==> src/rtl/mem_access_stage_pkg.sv <==
// Shared types and constants for the MEM pipeline stage: memory op codes,
// bus-transaction FSM states and pipeline idle values.
package mem_access_stage_pkg;

  typedef enum logic [3:0] {
    MemNone = 4'd0,
    MemLb   = 4'd1,
    MemLbu  = 4'd2,
    MemLh   = 4'd3,
    MemLhu  = 4'd4,
    MemLw   = 4'd5,
    MemSb   = 4'd6,
    MemSh   = 4'd7,
    MemSw   = 4'd8
  } mem_op_e;

  typedef enum logic [1:0] {
    StIdle = 2'd0,
    StReq  = 2'd1,
    StWait = 2'd2,
    StDone = 2'd3
  } state_e;

  localparam logic [4:0]  NopRegAddr = 5'd0;
  localparam logic [31:0] ZeroWord   = 32'd0;
  localparam logic        RstEnable  = 1'b0;

  localparam logic [1:0] SizeByte = 2'd0;
  localparam logic [1:0] SizeHalf = 2'd1;
  localparam logic [1:0] SizeWord = 2'd2;

endpackage

==> src/rtl/mem_align.sv <==
// Combinational helper for the MEM stage: op decode, alignment check,
// store size/strobe/lane replication and load-data extension.
module mem_align
  import mem_access_stage_pkg::*;
(
  input  logic [3:0]  mem_op,
  input  logic [1:0]  addr_lo,
  input  logic [31:0] sdata,
  input  logic [31:0] rdata,
  output logic        is_load,
  output logic        is_store,
  output logic        misaligned,
  output logic [1:0]  size,
  output logic [3:0]  wstrb,
  output logic [31:0] wdata,
  output logic [31:0] load_data
);

  logic [7:0]  byte_sel;
  logic [15:0] half_sel;

  assign byte_sel = rdata[{addr_lo, 3'b000} +: 8];
  assign half_sel = rdata[{addr_lo[1], 4'b0000} +: 16];

  always_comb begin
    is_load    = 1'b0;
    is_store   = 1'b0;
    misaligned = 1'b0;
    size       = SizeWord;
    wstrb      = 4'b0000;
    wdata      = sdata;
    load_data  = rdata;
    case (mem_op)
      MemLb: begin
        is_load   = 1'b1;
        size      = SizeByte;
        load_data = {{24{byte_sel[7]}}, byte_sel};
      end
      MemLbu: begin
        is_load   = 1'b1;
        size      = SizeByte;
        load_data = {24'd0, byte_sel};
      end
      MemLh: begin
        is_load    = 1'b1;
        size       = SizeHalf;
        misaligned = addr_lo[0];
        load_data  = {{16{half_sel[15]}}, half_sel};
      end
      MemLhu: begin
        is_load    = 1'b1;
        size       = SizeHalf;
        misaligned = addr_lo[0];
        load_data  = {16'd0, half_sel};
      end
      MemLw: begin
        is_load    = 1'b1;
        misaligned = |addr_lo;
      end
      MemSb: begin
        is_store = 1'b1;
        size     = SizeByte;
        wstrb    = 4'b0001 << addr_lo;
        wdata    = {4{sdata[7:0]}};
      end
      MemSh: begin
        is_store   = 1'b1;
        size       = SizeHalf;
        misaligned = addr_lo[0];
        wstrb      = addr_lo[1] ? 4'b1100 : 4'b0011;
        wdata      = {2{sdata[15:0]}};
      end
      MemSw: begin
        is_store   = 1'b1;
        misaligned = |addr_lo;
        wstrb      = 4'b1111;
      end
      default: ;
    endcase
  end

endmodule

==> src/rtl/mem_access_stage.sv <==
// MEM pipeline stage: drives loads/stores over the req/addr_ok/data_ok data bus,
// stalling the pipe until the access completes, else passes ALU results through.
module mem_access_stage
  import mem_access_stage_pkg::*;
#(
  parameter int unsigned ADDR_W = 32,
  parameter int unsigned DATA_W = 32
) (
  input  logic              clk,
  input  logic              rst,
  input  logic [4:0]        waddr_i,
  input  logic [DATA_W-1:0] wdata_i,
  input  logic              we_i,
  input  logic [3:0]        mem_op_i,
  input  logic [ADDR_W-1:0] mem_addr_i,
  input  logic [DATA_W-1:0] mem_sdata_i,
  output logic [4:0]        waddr_o,
  output logic [DATA_W-1:0] wdata_o,
  output logic              we_o,
  output logic              stallreq_o,
  output logic              exc_adel_o,
  output logic              exc_ades_o,
  output logic              data_req,
  output logic              data_wr,
  output logic [1:0]        data_size,
  output logic [ADDR_W-1:0] data_addr,
  output logic [3:0]        data_wstrb,
  output logic [DATA_W-1:0] data_wdata,
  input  logic              data_addr_ok,
  input  logic              data_data_ok,
  input  logic [DATA_W-1:0] data_rdata
);

  state_e            state_q, state_d;
  logic [DATA_W-1:0] rdata_q;

  logic              is_load, is_store, misaligned, access;
  logic [3:0]        strb;
  logic [DATA_W-1:0] load_data;

  mem_align u_align (
    .mem_op     (mem_op_i),
    .addr_lo    (mem_addr_i[1:0]),
    .sdata      (mem_sdata_i),
    .rdata      (rdata_q),
    .is_load    (is_load),
    .is_store   (is_store),
    .misaligned (misaligned),
    .size       (data_size),
    .wstrb      (strb),
    .wdata      (data_wdata),
    .load_data  (load_data)
  );

  assign access     = (is_load | is_store) & ~misaligned;
  assign data_addr  = mem_addr_i;
  assign data_wr    = is_store;
  assign data_wstrb = is_store ? strb : 4'b0000;

  always_ff @(posedge clk) begin
    if (rst == RstEnable) begin
      state_q <= StIdle;
      rdata_q <= ZeroWord;
    end else begin
      state_q <= state_d;
      if (state_q == StWait && data_data_ok && is_load) begin
        rdata_q <= data_rdata;
      end
    end
  end

  always_comb begin
    state_d    = StIdle;
    data_req   = 1'b0;
    stallreq_o = 1'b0;
    waddr_o    = waddr_i;
    wdata_o    = wdata_i;
    we_o       = we_i & ~misaligned;
    exc_adel_o = is_load & misaligned;
    exc_ades_o = is_store & misaligned;
    if (access) begin
      we_o = 1'b0;
      unique case (state_q)
        StIdle, StReq: begin
          data_req   = 1'b1;
          stallreq_o = 1'b1;
          state_d    = data_addr_ok ? StWait : StReq;
        end
        StWait: begin
          stallreq_o = 1'b1;
          state_d    = data_data_ok ? StDone : StWait;
        end
        StDone: begin
          // Stores never write back; loads take the extended bus data.
          if (is_load) begin
            we_o    = we_i;
            wdata_o = load_data;
          end
        end
      endcase
    end
    if (rst == RstEnable) begin
      data_req   = 1'b0;
      stallreq_o = 1'b0;
      we_o       = 1'b0;
      exc_adel_o = 1'b0;
      exc_ades_o = 1'b0;
      waddr_o    = NopRegAddr;
      wdata_o    = ZeroWord;
    end
  end

endmodule

==> config.mk <==
export PLATFORM = sky130hd
export DESIGN_NAME = mem_access_stage
export DESIGN_NICKNAME = d
export VERILOG_FILES = /design/src/rtl/mem_access_stage_pkg.sv /design/src/rtl/mem_align.sv /design/src/rtl/mem_access_stage.sv
export SDC_FILE = /design/constraint.sdc
export NUM_CORES = 1
export LEC_CHECK = 0
export ABC_AREA = 1
export ABC_CLOCK_PERIOD_IN_PS = 1800
export BUFFER_PORTS_ARGS = -buffer_cell sky130_fd_sc_hd__buf_2
export CORE_MARGIN = 2
export CORE_UTILIZATION = 30
export CTS_CLUSTER_DIAMETER = 30
export DETAILED_ROUTE_END_ITERATION = 12
export PLACE_DENSITY = 0.6
export SLEW_MARGIN = 20
export SYNTH_ARGS = -nofsm -noshare
export SYNTH_HDL_FRONTEND = slang
export SYNTH_SLANG_ARGS = --single-unit
==> constraint.sdc <==
create_clock -name clk -period 1.8 [get_ports clk]
set_input_delay 0.18 -clock clk [delete_from_list [all_inputs] [get_ports clk]]
set_output_delay 0.18 -clock clk [all_outputs]
set_load 0.01 [all_outputs]
### Word-level counts from Yosys, hierarchy flattened

Cells that the tools add are included.

* bits of input ports: 142
* output and inout bits: 113
* logic and storage cells: 63
* flip-flop bits (word level): 34

* shift operators: 3
* eq/ne operators: 11
* mux-type cells: 29
* reductions and logical operators: 12
* bitwise operators: 6

Operators with widths (number)
* 32-bit 2-to-1 mux: 4
* 32-bit one-hot mux with 4 select lines: 1
* 32-bit one-hot mux with 2 select lines: 1
* 32-bit by 6-bit variable part select with 16-bit output: 1
* 32-bit by 6-bit variable part select with 8-bit output: 1
* 4-bit by 3-bit == test with 1-bit output (second input constant): 4
* 1-bit 2-to-1 mux: 15
* 4-bit one-hot mux with 3 select lines: 1
* 3-bit OR reduction: 4
* 4-bit by 2-bit == test with 1-bit output (second input constant): 2
* 4-bit 2-to-1 mux: 2
* 2-bit one-hot mux with 2 select lines: 2
* 2-bit OR reduction: 3
* 5-bit 2-to-1 mux: 1
* 5-bit OR reduction: 1
* 1-bit bitwise AND: 4
* 2-bit == test (second input constant): 2
* 4-bit by 1-bit == test with 1-bit output (second input constant): 1
* 4-bit == test (second input constant): 1
* 1-bit by 2-bit left shift with 4-bit output (first input constant): 1
* 2-bit by 1-bit == test with 1-bit output (second input constant): 1
* 1-bit logical AND: 2
* 2-bit logical NOT: 1
* 2-bit 2-to-1 mux: 1
* 4 further kinds: 4

### Logic depth before layout (Yosys ltp)

Gate-level depths: netlist (run 1).

* word-level depth: 7
* mapped depth: 12
* depth with buffers taken out: 11

### Cells and area by module

From an unflattened synthesis (run 1), not the netlist that was laid out.

* cell total of the unflattened synthesis: 868
* area total of the unflattened synthesis: 4409.2 µm²

By module, submodules not included
* mem_access_stage: sequential area each 680.7 µm², area each 2761.4 µm², times used 1, cells an instance 522
* mem_align: sequential area each 0.0 µm², area each 1647.8 µm², times used 1, cells an instance 346

### Least setup slack after synthesis (run 1)

No wires, ideal clock.

* kind: input to output
* start point: input mem_op_i[2]
* end point: output wdata_o[17]
* cell stages on the path: 10
* path buffers: 1
* arrival: 1.295 ns
* data required time: 1.620 ns
* slack: 0.325 ns
* path through: inv_1 -> nor2_4 -> nand2_2 -> nand3_1 -> nand2_1 -> nand2_2 -> nor2_4 -> buf_4 -> nor2_1 -> nor2_1

* longest elaborated chain between the ends: 7

RTL lines
* start: declaration: line mem_access_stage.sv:14 `input logic [3:0] mem_op_i,`
* 4-bit by 3-bit == test with 1-bit output (tied with other cells): line mem_align.sv:33 `case (mem_op)`
* 5-bit OR reduction (no source line) (tied with other cells)
* 1-bit 2-to-1 mux / 1-bit one-hot mux with 2 select lines (equally long branches): line mem_align.sv:33
* 32-bit 2-to-1 mux (tied with other cells): line mem_access_stage.sv:95 `if (is_load) begin`
* 32-bit 2-to-1 mux / 1-bit bitwise AND (equally long branches): line mem_access_stage.sv:83, mem_access_stage.sv:55
* 32-bit 2-to-1 mux *: line mem_access_stage.sv:81 `if (access) begin`
* 32-bit 2-to-1 mux *: line mem_access_stage.sv:102 `if (rst == RstEnable) begin`
* end: declaration: line mem_access_stage.sv:18 `output logic [DATA_W-1:0] wdata_o,`

Every way passes the cells marked *; elsewhere a longest branch is shown, timed or not.

### Worst setup path after layout (run 1)

* start point: register state_q[1]
* end point: output wdata_o[13]

* longest elaborated chain between the ends: 4

RTL lines
* start: declaration: line mem_access_stage.sv:34 `state_e state_q, state_d;`
* start signal: assignment: line mem_access_stage.sv:62 `state_q <= StIdle;`
* start signal: assignment: line mem_access_stage.sv:65 `state_q <= state_d;`
* 2-bit == test: line mem_access_stage.sv:83 `unique case (state_q)`
* 32-bit 2-to-1 mux: line mem_access_stage.sv:83
* 32-bit 2-to-1 mux: line mem_access_stage.sv:81
* 32-bit 2-to-1 mux: line mem_access_stage.sv:102

Every way passes these cells.

==> results of run 1 <==
==> report_power, final <==
group / switching [W] / internal (W) / leakage [nW]
registers: 0.0000117 / 0.000765 / 0.278
clock network: 0.000331 / 0.000831 / 0.0971
logic: 0.000461 / 0.000339 / 2.61
==> worst max path at each step <==
stage | slack, ns | end | startpoint
after floorplan | 0.32 | wdata_o[17] | mem_op_i[2]
after global placement | 0.08 | wdata_o[13] | mem_op_i[0]
after detailed placement | 0.08 | wdata_o[23] | mem_op_i[2]
after CTS | 0.02 | wdata_o[0] | state_q[1]$_SDFF_PN0_
after global routing | -0.05 | wdata_o[15] | state_q[0]$_SDFF_PN0_
final | -0.008 | wdata_o[13] | state_q[1]$_SDFF_PN0_
==> synthesized netlist by cell type, drive strengths merged, types with 3 or more instances <==
cell type and number:
a21oi 22, or2 3, nand3 45, buf 62
o21ai 43, nor2 118, o211ai 15, nand2 245
clkbuf 15, nand4 7, inv 81, dfxtp 34
==> cell type report <==
type	instances	area (µm²)
fillers	1333	6720
clock inverters	2	60.1
clock buffers	6	139
well taps	147	184
multi-input cells	504	2410
repair buffers	229	1380
flip-flops and latches	34	693
inverters	82	330
==> registers in the layout (all words and copies together), names as in the netlist <==
| signal | flops |
|---|---|
| rdata_q | 32 |
| state_q | 2 |
==> per-layer routing <==
layer / global-route usage (%) / wire (µm) / share of wire, %
met2: 27.5 / 5890 / 44
met1: 27.6 / 6640 / 50
met4: 3.58 / 148 / 1.1
met5: 0 / 0 / 0
met3: 2.22 / 635 / 4.8
==> kinds of logic (layout without fill, tap and decap cells) <==
logic type / after synthesis / after routing / share of synthesized area [%]
AOI/OAI and AO/OA: 82 / 82 / 12.5
buffers and inverters: 159 / 319 / 21.7
DFF: 34 / 34 / 18.7
and+or+nand+nor: 420 / 422 / 47.1
==> repair_timing <==
action                                  in CTS  in global routing
resized for setup                            4                 84
hold endpoints to repair                     0                  0
buffers inserted                             0                 10
endpoints found under the setup margin      17                 32
cloned                                       1                  4
pin swaps                                    1                 29
==> worst max-delay path, stage by stage, from the launching register on <==
cell,delay (ns)
dfxtp_2,0.34
nand2_2,0.05
inv_2,0.09
nand2_4,0.07
inv_4,0.06
nand3_4,0.15
clkbuf_16,0.24
nand2_1,0.07
nand2_1,0.04
nor2_1,0.09
buf_2,0.14
==> metrics by stage <==
| step | utilization, % | setup TNS (ns) |
|---|---|---|
| final | 43.6 | -0.00781 |
| after global routing | 43.6 | -1.19 |
| after CTS | 40.0 | 0 |
| after detailed placement | 38.2 | 0 |
| after global placement | 38.2 | 0 |
| after floorplan | - | 0 |
==> impl_results.md, run 1 <==
- Slew @ Worst Pin: approximately 0.41 ns
- Final ANT Viol Nets: 0
- FF-to-FF End: rdata_q[0]$_SDFFE_PN0P_
- Syn. warnings: 0
- Die area: 0.0130 mm²
- Final setup violation count: 1
- CTS tree: built
- Layout Skew: between 0.005 and 0.006 ns
- Antenna cell count: 0
- WP data required: 1.62 ns
- Largest net degree at the start of global routing: 54
- Crit path max fanout: 19
- Antenna violations before repair: 0
- CP endpoint kind: output pin
- Commonest non-fill, non-tap cell in the layout: nand2_1
- Hold_sp: data_rdata[19]
- Initial cell density of the core: a little under a third
- First-pass GRT wire length: 19300 µm
- CP Class: reg2out
- RSZ-0062 raised after global routing: true
- Hold crit path type: in2reg
- Final instance area: ~0.0052 mm²
- Maximum VDD drop: 389 µV
- Final RePlAce weighted congestion: between 0.8 and 0.9
- Later-pin clock latency in the skew report: 0.28 ns
- Syn avg cell area: approximately 5.2 µm²
- Mapped Cells: slightly below 700
- CORE AREA: 0.0119 mm²
- DRC Markers: 0
- Register-to-Register Path Depth: 7
- Register bit total from synthesis: 34
- Port bufs: between 150 and 200
- Setup ws final: -0.00781 ns
- Final nets: 998
- Tot Pwr: between 0.002 and 0.003 W
- Top cell type by total area after synthesis: nand2_1
- GRT Overall Usage: 18.1%
- Initial DRC count: approximately 330
- Ports: 255
- HPWL after DPL: 9690 µm
- Final WL: between 10000 and 15000 µm
- Cts hold-fix bufs: 0
- Reg2reg setup slack: around 0.40 ns
- Hold Crit Depth: 3
- Hold_ws: between 0.15 and 0.2 ns
- Post-synth cell types: 24
- Fin. Hold Viols: 0
- CTS clock-pin slew for the worst setup and hold paths: ~0.050 ns
- CTS buffer count: 5
- Placed Instance Area: roughly 0.0045 mm²
- H-tree depth: 2
- Max frequency: between 500 and 600 MHz
- Share of the synthesized area in the top cell type: roughly 25%
- Sequential cell area fraction in the yosys report: around a fifth
- Row count: 40
- Slew headroom: between 70 and 80%
- Die height: approximately 110 µm
- RR Startpoint: state_q[1]$_SDFF_PN0_
- Finished Layout Cells: between 1000 and 1500
- Async set or reset register ratio after synthesis: 0%
- Vias in the first global route: around 3800
- Max Cap Viol: 0
- Commonest cells after routing, fill and taps aside: nand2_1 (207), buf_2 (194), nor2_1 (102), inv_1 (74), o21ai_0 (43)
- WL per Instance: around 13 µm
- Dpl cells: about 980
- Share of cells above drive strength 1: 37.2%
- Hold worst-path end: rdata_q[19]$_SDFFE_PN0P_
- Static Leak: just under 3 nW
- Min Tclk post-route: 1.81 ns
- Root Driver: clkbuf_16
- Via count: 4550
- Max Buffers Root-to-Sink: 2
- Place WS: 0.0817 ns
- Synthesized net count: 837
- Failing checks: negative setup slack
- Area Growth Syn to Fin: 42.7%
- Die width: ~110 µm
- Status: finished, violations left
- Sink Count: 34
- Pre-antenna DRT Iters: 4
- Pwr/cell area: between 500 and 600 mW/mm²
- Critical path data arrival time: 1.63 ns
- GR Overflow Total: 0
- Slew Limit Fails: 0
- Average via count per standard cell: ~4.5
- Crit path launch type: flop
- Largest cells by area after synthesis: nand2_1 (25%), dfxtp_1 (19%), nor2_1 (12%)
- EDFF count, synth: 0
- Synthesized cell area: 0.00364 mm²
- Primary FF master, synth: dfxtp_1
- Final worst-path cycle share: 100%
(Power assumes the default switching activity.)
==> inputs of run 2 (changes only) <==
- CELL_PAD_IN_SITES_DETAIL_PLACEMENT: default -> 0
- CELL_PAD_IN_SITES_GLOBAL_PLACEMENT: default -> 1
- CORE_UTILIZATION: 30 -> 25
- PLACE_DENSITY: 0.6 -> 0.79
==> impl_results.md, run 2 (synthesis results as in run 1) <==
- Hold_sp: data_rdata[6]
- Die height: 125 µm (+9.2%)
- Biggest regs: rdata_q x32, state_q x2
- Antenna violations before repair: 0 (unchanged)
- Global routing's busiest layer: met2
- Setup ws final: -0.0103 ns (-0.00249 ns)
- Most flops, register: rdata_q
- CP peak stage delay: 0.34 ns (about the same)
- Maximum VDD drop: 281 µV (-28%)
- Area Growth Syn to Fin: 46.7%
- Vias in the first global route: 4286 (+14%)
- M1 GR Usage: 24.2% (-3.4 points)
- Register area: 689 µm² (-0.54%)
- Slew @ Worst Pin: 0.353 ns (-0.0540 ns)
- Max Buffers Root-to-Sink: 2 (unchanged)
- Pwr/cell area: 466 mW/mm² (-12%)
- Die area: 0.0155 mm² (+19%)
- Dpl cells: 1026 (+4.6%)
- First-pass GRT wire length: 22000 µm (+14%)
- Antenna cell count: 0 (unchanged)
- Sequence of cells on the critical path: nand2_2 > inv_2 > nand2_4 > inv_4 > nand3_4 > clkbuf_16 > nand2_2 > nand2_2 > nor2_2 > buf_2
- Hold_ws: 0.147 ns (-0.00401 ns)
- Root Driver: clkbuf_16
- Area occupied by multi-input gates: 0.00241 mm² (about the same)
- Met2 Use GR: 26.8% (-0.66 points)
- Fin. Hold Viols: 0 (unchanged)
- Critical path data arrival time: 1.63 ns (about the same)
- CTS clock-pin slew for the worst setup and hold paths: 0.06 ns (about the same)
- WP data required: 1.62 ns (about the same)
- Max reg flops: 32 (unchanged)
- Register-to-Register Path Depth: 9 (+2)
- CTS tree: built
- Final nets: 1011 (+1.3%)
- WL per Instance: 13.3 µm (+0.33%)
- Final setup violation count: 2 (+1)
- CP max stage cell: dfxtp_2
- Port bufs: 194 (unchanged)
- Final RePlAce weighted congestion: 0.853 (+1.3%)
- Placed Instance Area: 0.00464 mm² (+2.1%)
- Row count: 44 (+10%)
- Max frequency: 552 MHz (-0.14%)
- Hold worst-path end: rdata_q[6]$_SDFFE_PN0P_
- # fillers: 1593 (+20%)
- Tot Pwr: 0.00249 W (-9.3%)
- Crit path max-delay family: buffers and inverters
- CORE AREA: 0.0144 mm² (+21%)
- Ports: 255 (unchanged)
- Via count: 4594 (+0.97%)
- Slew Limit Fails: 0 (unchanged)
- Commonest cells after routing, fill and taps aside: nand2_1 (208), buf_2 (190), nor2_1 (107), inv_1 (73), o21ai_0 (43)
- CP bufs+invs: 4 (unchanged)
- RSZ-0062 raised after global routing: true
- Hold crit path type: in2reg
- Slew headroom: 76.5% (+3.6 points)
- Pre-antenna DRT Iters: 5 (+1)
- Crit path launch type: flop
- RR Startpoint: state_q[1]$_SDFF_PN0_
- Crit path max fanout: 7 (-12)
- Later-pin clock latency in the skew report: 0.28 ns (about the same)
- Cts hold-fix bufs: 0 (unchanged)
- Status: finished, violations left
- Place WS: 0.00902 ns (-0.0727 ns)
- Initial DRC count: 239 (-28%)
- GRT Overall Usage: 17.1% (-1.1 points)
- Average via count per standard cell: 4.36 (-3.8%)
- Final instance area: 0.00534 mm² (+2.9%)
- HPWL after DPL: 10400 µm (+7.6%)
- CTS buffer count: 5 (unchanged)
- Failing checks: negative setup slack
- Finished Layout Cells: 1054 (+5.0%)
- Static Leak: 3.07 nW (+3.1%)
- H-tree depth: 2 (unchanged)
- Final ANT Viol Nets: 0 (unchanged)
- Min Tclk post-route: 1.81 ns (+0.00249 ns)
- Final WL: 14000 µm (+5.3%)
- DRC Markers: 0 (unchanged)
- Die width: 125 µm (+9.2%)
- Met3 Use GR: 3.01% (+0.78 points)
- Final worst-path cycle share: 101% (+0.14 points)
- Commonest non-fill, non-tap cell in the layout: nand2_1
- Layout Skew: 0.00535 ns (+0.000251 ns)
- CP endpoint kind: output pin
- FF-to-FF End: rdata_q[20]$_SDFFE_PN0P_
- Initial cell density of the core: 25.3% (-5.2 points)
- GR Overflow Total: 0 (unchanged)
- CP Class: reg2out
- Largest net degree at the start of global routing: 54 (unchanged)
- Max Cap Viol: 0 (unchanged)
- Hold Crit Depth: 3 (unchanged)
- Reg2reg setup slack: 0.26 ns (-0.14 ns)
- CP most frequent cell: nand2_2
- Sink Count: 34 (unchanged)
- Share of cells above drive strength 1: 37.6% (+0.36 points)
## run 2: what timing repair did
item,in CTS,in global routing
gates cloned,3,4
setup buffers,12,5
pin swaps,7,39
endpoints found under the setup margin,32,32
resized for setup,30,71
## run 2: metrics by stage
stage,utilization (%),setup TNS [ns]
6_report,37.1,-0.0115
3_5_place_dp,32.3,0
3_3_place_gp,32.3,-0.000393
4_1_cts,35.2,-0.000199
5_1_grt,37.1,-2.04
2_1_floorplan,-,0
## run 2: area by class of cell
cell class / instances / area share, %
clock buffer: 7 / 2.67
clock inverter: 1 / 0.0938
inverter: 82 / 6.05
multi-input combinational: 503 / 45.1
sequential: 34 / 12.9
tap: 184 / 4.31
timing repair buffer: 243 / 28.9
## run 2: worst reg2reg max path: stages, from the launching register on
cell and delay (ns):
dfxtp_2 0.34, buf_4 0.10, buf_4 0.10, nand2_1 0.04, nor2_1 0.12, nand2_1 0.11, buf_12 0.18, inv_1 0.30
nor2_1 0.08, nor2_1 0.11
## run 2: worst max path at each step
stage                                from          end  slack, ns  cells past startpoint
floorplan                     mem_op_i[2]  wdata_o[17]       0.32                     10
global placement              mem_op_i[0]   wdata_o[5]    -0.0004                     13
detailed placement            mem_op_i[0]   wdata_o[5]      0.009                     13
CTS                           mem_op_i[0]   wdata_o[5]    -0.0002                     12
global route        state_q[1]$_SDFF_PN0_  wdata_o[15]      -0.09                     10
finish              state_q[1]$_SDFF_PN0_   wdata_o[5]      -0.01                     10
## run 2: report_power, final
group	internal, W	leakage [nW]	total, W	switching (W)
Sequential	0.000767	0.277	0.000778	0.0000110
Combinational	0.000360	2.72	0.000831	0.000471
Clock	0.000549	0.0739	0.000876	0.000328
## run 2: layer usage
layer  share of wire (%)  vias up  wire (µm)
li1                    -     2464          -
met1                  48     1984       6700
met2                  45      137       6300
met3                 6.3        9        886
met4                 1.0        0        141
met5                   0        -          0
==> inputs of run 3 (changes only) <==
- PLACE_DENSITY: 0.79 -> default
- PLACE_DENSITY_LB_ADDON: default -> 0.1
==> impl_results.md, run 3 (synthesis results as in run 1) <==
- Critical path data arrival time: 1.61 ns (-0.02 ns)
- Most flops, register: rdata_q
- Sw Ratio: 29.8% (-2.8 points)
- Met2 wire len: 6730 µm (+6.8%)
- Place WS: 0.00829 ns (-0.000732 ns)
- Die height: 125 µm (unchanged)
- Max reg flops: 32 (unchanged)
- CORE AREA: 0.0144 mm² (unchanged)
- Clk pwr share: 41.6% (+6.3 points)
- Top layer in use: met4
- Vias in the first global route: 4493 (+4.8%)
- Max frequency: 559 MHz (+1.2%)
- Commonest cells after routing, fill and taps aside: nand2_1 (217), buf_2 (194), nor2_1 (103), inv_1 (73), o21ai_0 (43)
- Met1 wire length: 6500 µm (-2.9%)
- CTS buffer count: 5 (unchanged)
- Largest net degree at the start of global routing: 73 (+35%)
- Final worst-path cycle share: 99.3% (-1.2 points)
- WL per Instance: 13.6 µm (+2.1%)
- Slew Limit Fails: 0 (unchanged)
- Max Buffers Root-to-Sink: 2 (unchanged)
- Flop pwr share: 28.8% (-2.5 points)
- Hold worst-path end: rdata_q[20]$_SDFFE_PN0P_
- Root Driver: clkbuf_16
- RSZ-0062 raised after global routing: true
- Ports: 255 (unchanged)
- Tot Pwr: 0.00271 W (+9.1%)
- H-tree depth: 2 (unchanged)
- Die width: 125 µm (unchanged)
- Pwr/cell area: 517 mW/mm² (+11%)
- Later-pin clock latency in the skew report: 0.28 ns (about the same)
- CTS tree: built
- Setup ws final: 0.0120 ns (+0.0223 ns)
- Final WL: 14200 µm (+1.4%)
- Via count: 4675 (+1.8%)
- DRC Markers: 0 (unchanged)
- Min Tclk post-route: 1.79 ns (-0.0223 ns)
- Hold_sp: data_rdata[20]
- Pre-antenna DRT Iters: 4 (-1)
- Register-to-Register Path Depth: 8 (-1)
- Crit path max fanout: 8 (+1)
- GRT Overall Usage: 17.5% (+0.39 points)
- Average via count per standard cell: 4.47 (+2.4%)
- Static Leak: 3.02 nW (-1.8%)
- Maximum VDD drop: 273 µV (-2.9%)
- Slew @ Worst Pin: 0.405 ns (+0.0524 ns)
- CP endpoint kind: output pin
- DR WL met3: 724 µm (-18%)
- RR Startpoint: state_q[1]$_SDFF_PN0_
- Final RePlAce weighted congestion: 0.851 (-0.23%)
- Commonest non-fill, non-tap cell in the layout: nand2_1
- Logic pwr share: 29.7% (-3.8 points)
- WP data required: 1.62 ns (about the same)
- Status: finished clean
- Sink Count: 34 (unchanged)
- Reg2reg setup slack: 0.34 ns (+0.08 ns)
- Fin. Hold Viols: 0 (unchanged)
- HPWL after DPL: 10800 µm (+3.7%)
- First-pass GRT wire length: 22500 µm (+2.5%)
- CTS clock-pin slew for the worst setup and hold paths: 0.05 ns (about the same)
- Hold crit path type: in2reg
- Cts hold-fix bufs: 0 (unchanged)
- GR Overflow Total: 0 (unchanged)
- Die area: 0.0155 mm² (unchanged)
- Initial cell density of the core: 25.3% (unchanged)
- Crit path launch type: flop
- Initial DRC count: 202 (-15%)
- Internal: 0.00190 W (+14%)
- Slew headroom: 73.0% (-3.5 points)
- Row count: 44 (unchanged)
- Port bufs: 194 (unchanged)
- Max Cap Viol: 0 (unchanged)
- Final setup violation count: 0 (-2)
- CP Class: reg2out
- Biggest regs: rdata_q x32, state_q x2
- Final ANT Viol Nets: 0 (unchanged)
- Net switching power: 0.000808 W (-0.28%)
- Final nets: 1004 (-0.69%)
- Hold Crit Depth: 3 (unchanged)
- FF-to-FF End: rdata_q[31]$_SDFFE_PN0P_
- Area Growth Syn to Fin: 44.2%
- Layout Skew: 0.00401 ns (-0.00135 ns)
- Antenna cell count: 0 (unchanged)
- Antenna violations before repair: 0 (unchanged)
- Share of cells above drive strength 1: 36.3% (-1.3 points)
run 3: metrics by stage:
| step | hold slack (ns) | cells | instance area (µm²) | util [%] | TNS, ns |
|---|---|---|---|---|---|
| 2_1_floorplan | 0.347 | 695 | 3640 | - | 0 |
| 3_3_place_gp | 0.360 | 1022 | 4610 | 32.1 | 0 |
| 3_5_place_dp | 0.360 | 1022 | 4610 | 32.1 | 0 |
| 5_1_grt | 0.190 | 1047 | 5240 | 36.5 | -2.27 |
| 6_report | 0.163 | 1047 | 5240 | 36.5 | 0 |
| 4_1_cts | 0.164 | 1036 | 4950 | 34.4 | -0.00522 |
run 3: layout make-up:
type                       count  area (µm²)
clock buffer                   5         125
clock inverter                 3        68.8
fill                        1689        9130
inverter                      82         328
multi-input combinational    503        2380
sequential                    34         688
tap                          184         230
timing repair buffer         236        1420
run 3: what timing repair did:
| item | CTS | global route |
|---|---|---|
| pin swaps | 4 | 27 |
| setup endpoints to repair | 32 | 34 |
| setup buffers | 4 | 9 |
| gates resized for setup | 21 | 54 |
| cloned | 2 | 2 |
run 3: per-layer routing:
layer	vias to the layer above	track usage, %
li1	2434	-
met1	2078	23.0
met2	143	29.8
met3	20	2.62
met4	0	4.69
met5	-	0
run 3: critical path: stages (launching register included):
cell and delay, ns:
dfxtp_2 0.34, nand2_2 0.06, inv_2 0.08, nand2_4 0.06
inv_4 0.06, nand3_4 0.18, buf_12 0.21, nand2_1 0.06
nand2_1 0.04, nor2_1 0.11, buf_2 0.14
run 3: worst max path at each step:
stage,from,end,slack [ns],depth (start not counted)
after floorplan,mem_op_i[2],wdata_o[17],0.32,10
after global placement,mem_op_i[0],wdata_o[1],0.04,13
after detailed placement,mem_op_i[2],wdata_o[26],0.008,12
after CTS,state_q[1]$_SDFF_PN0_,wdata_o[15],-0.005,10
after global routing,rdata_q[15]$_SDFFE_PN0P_,wdata_o[22],-0.10,12
final,state_q[1]$_SDFF_PN0_,wdata_o[31],0.01,10
run 3: power groups by stage:
stage          Clock [W]  Sequential, W  Combinational, W
6_report         0.00113       0.000780          0.000804
5_1_grt          0.00118       0.000782          0.000896
4_1_cts          0.00115       0.000780          0.000761
3_5_place_dp           0       0.000796          0.000741
3_3_place_gp           0       0.000795          0.000739
2_1_floorplan          0       0.000791          0.000483
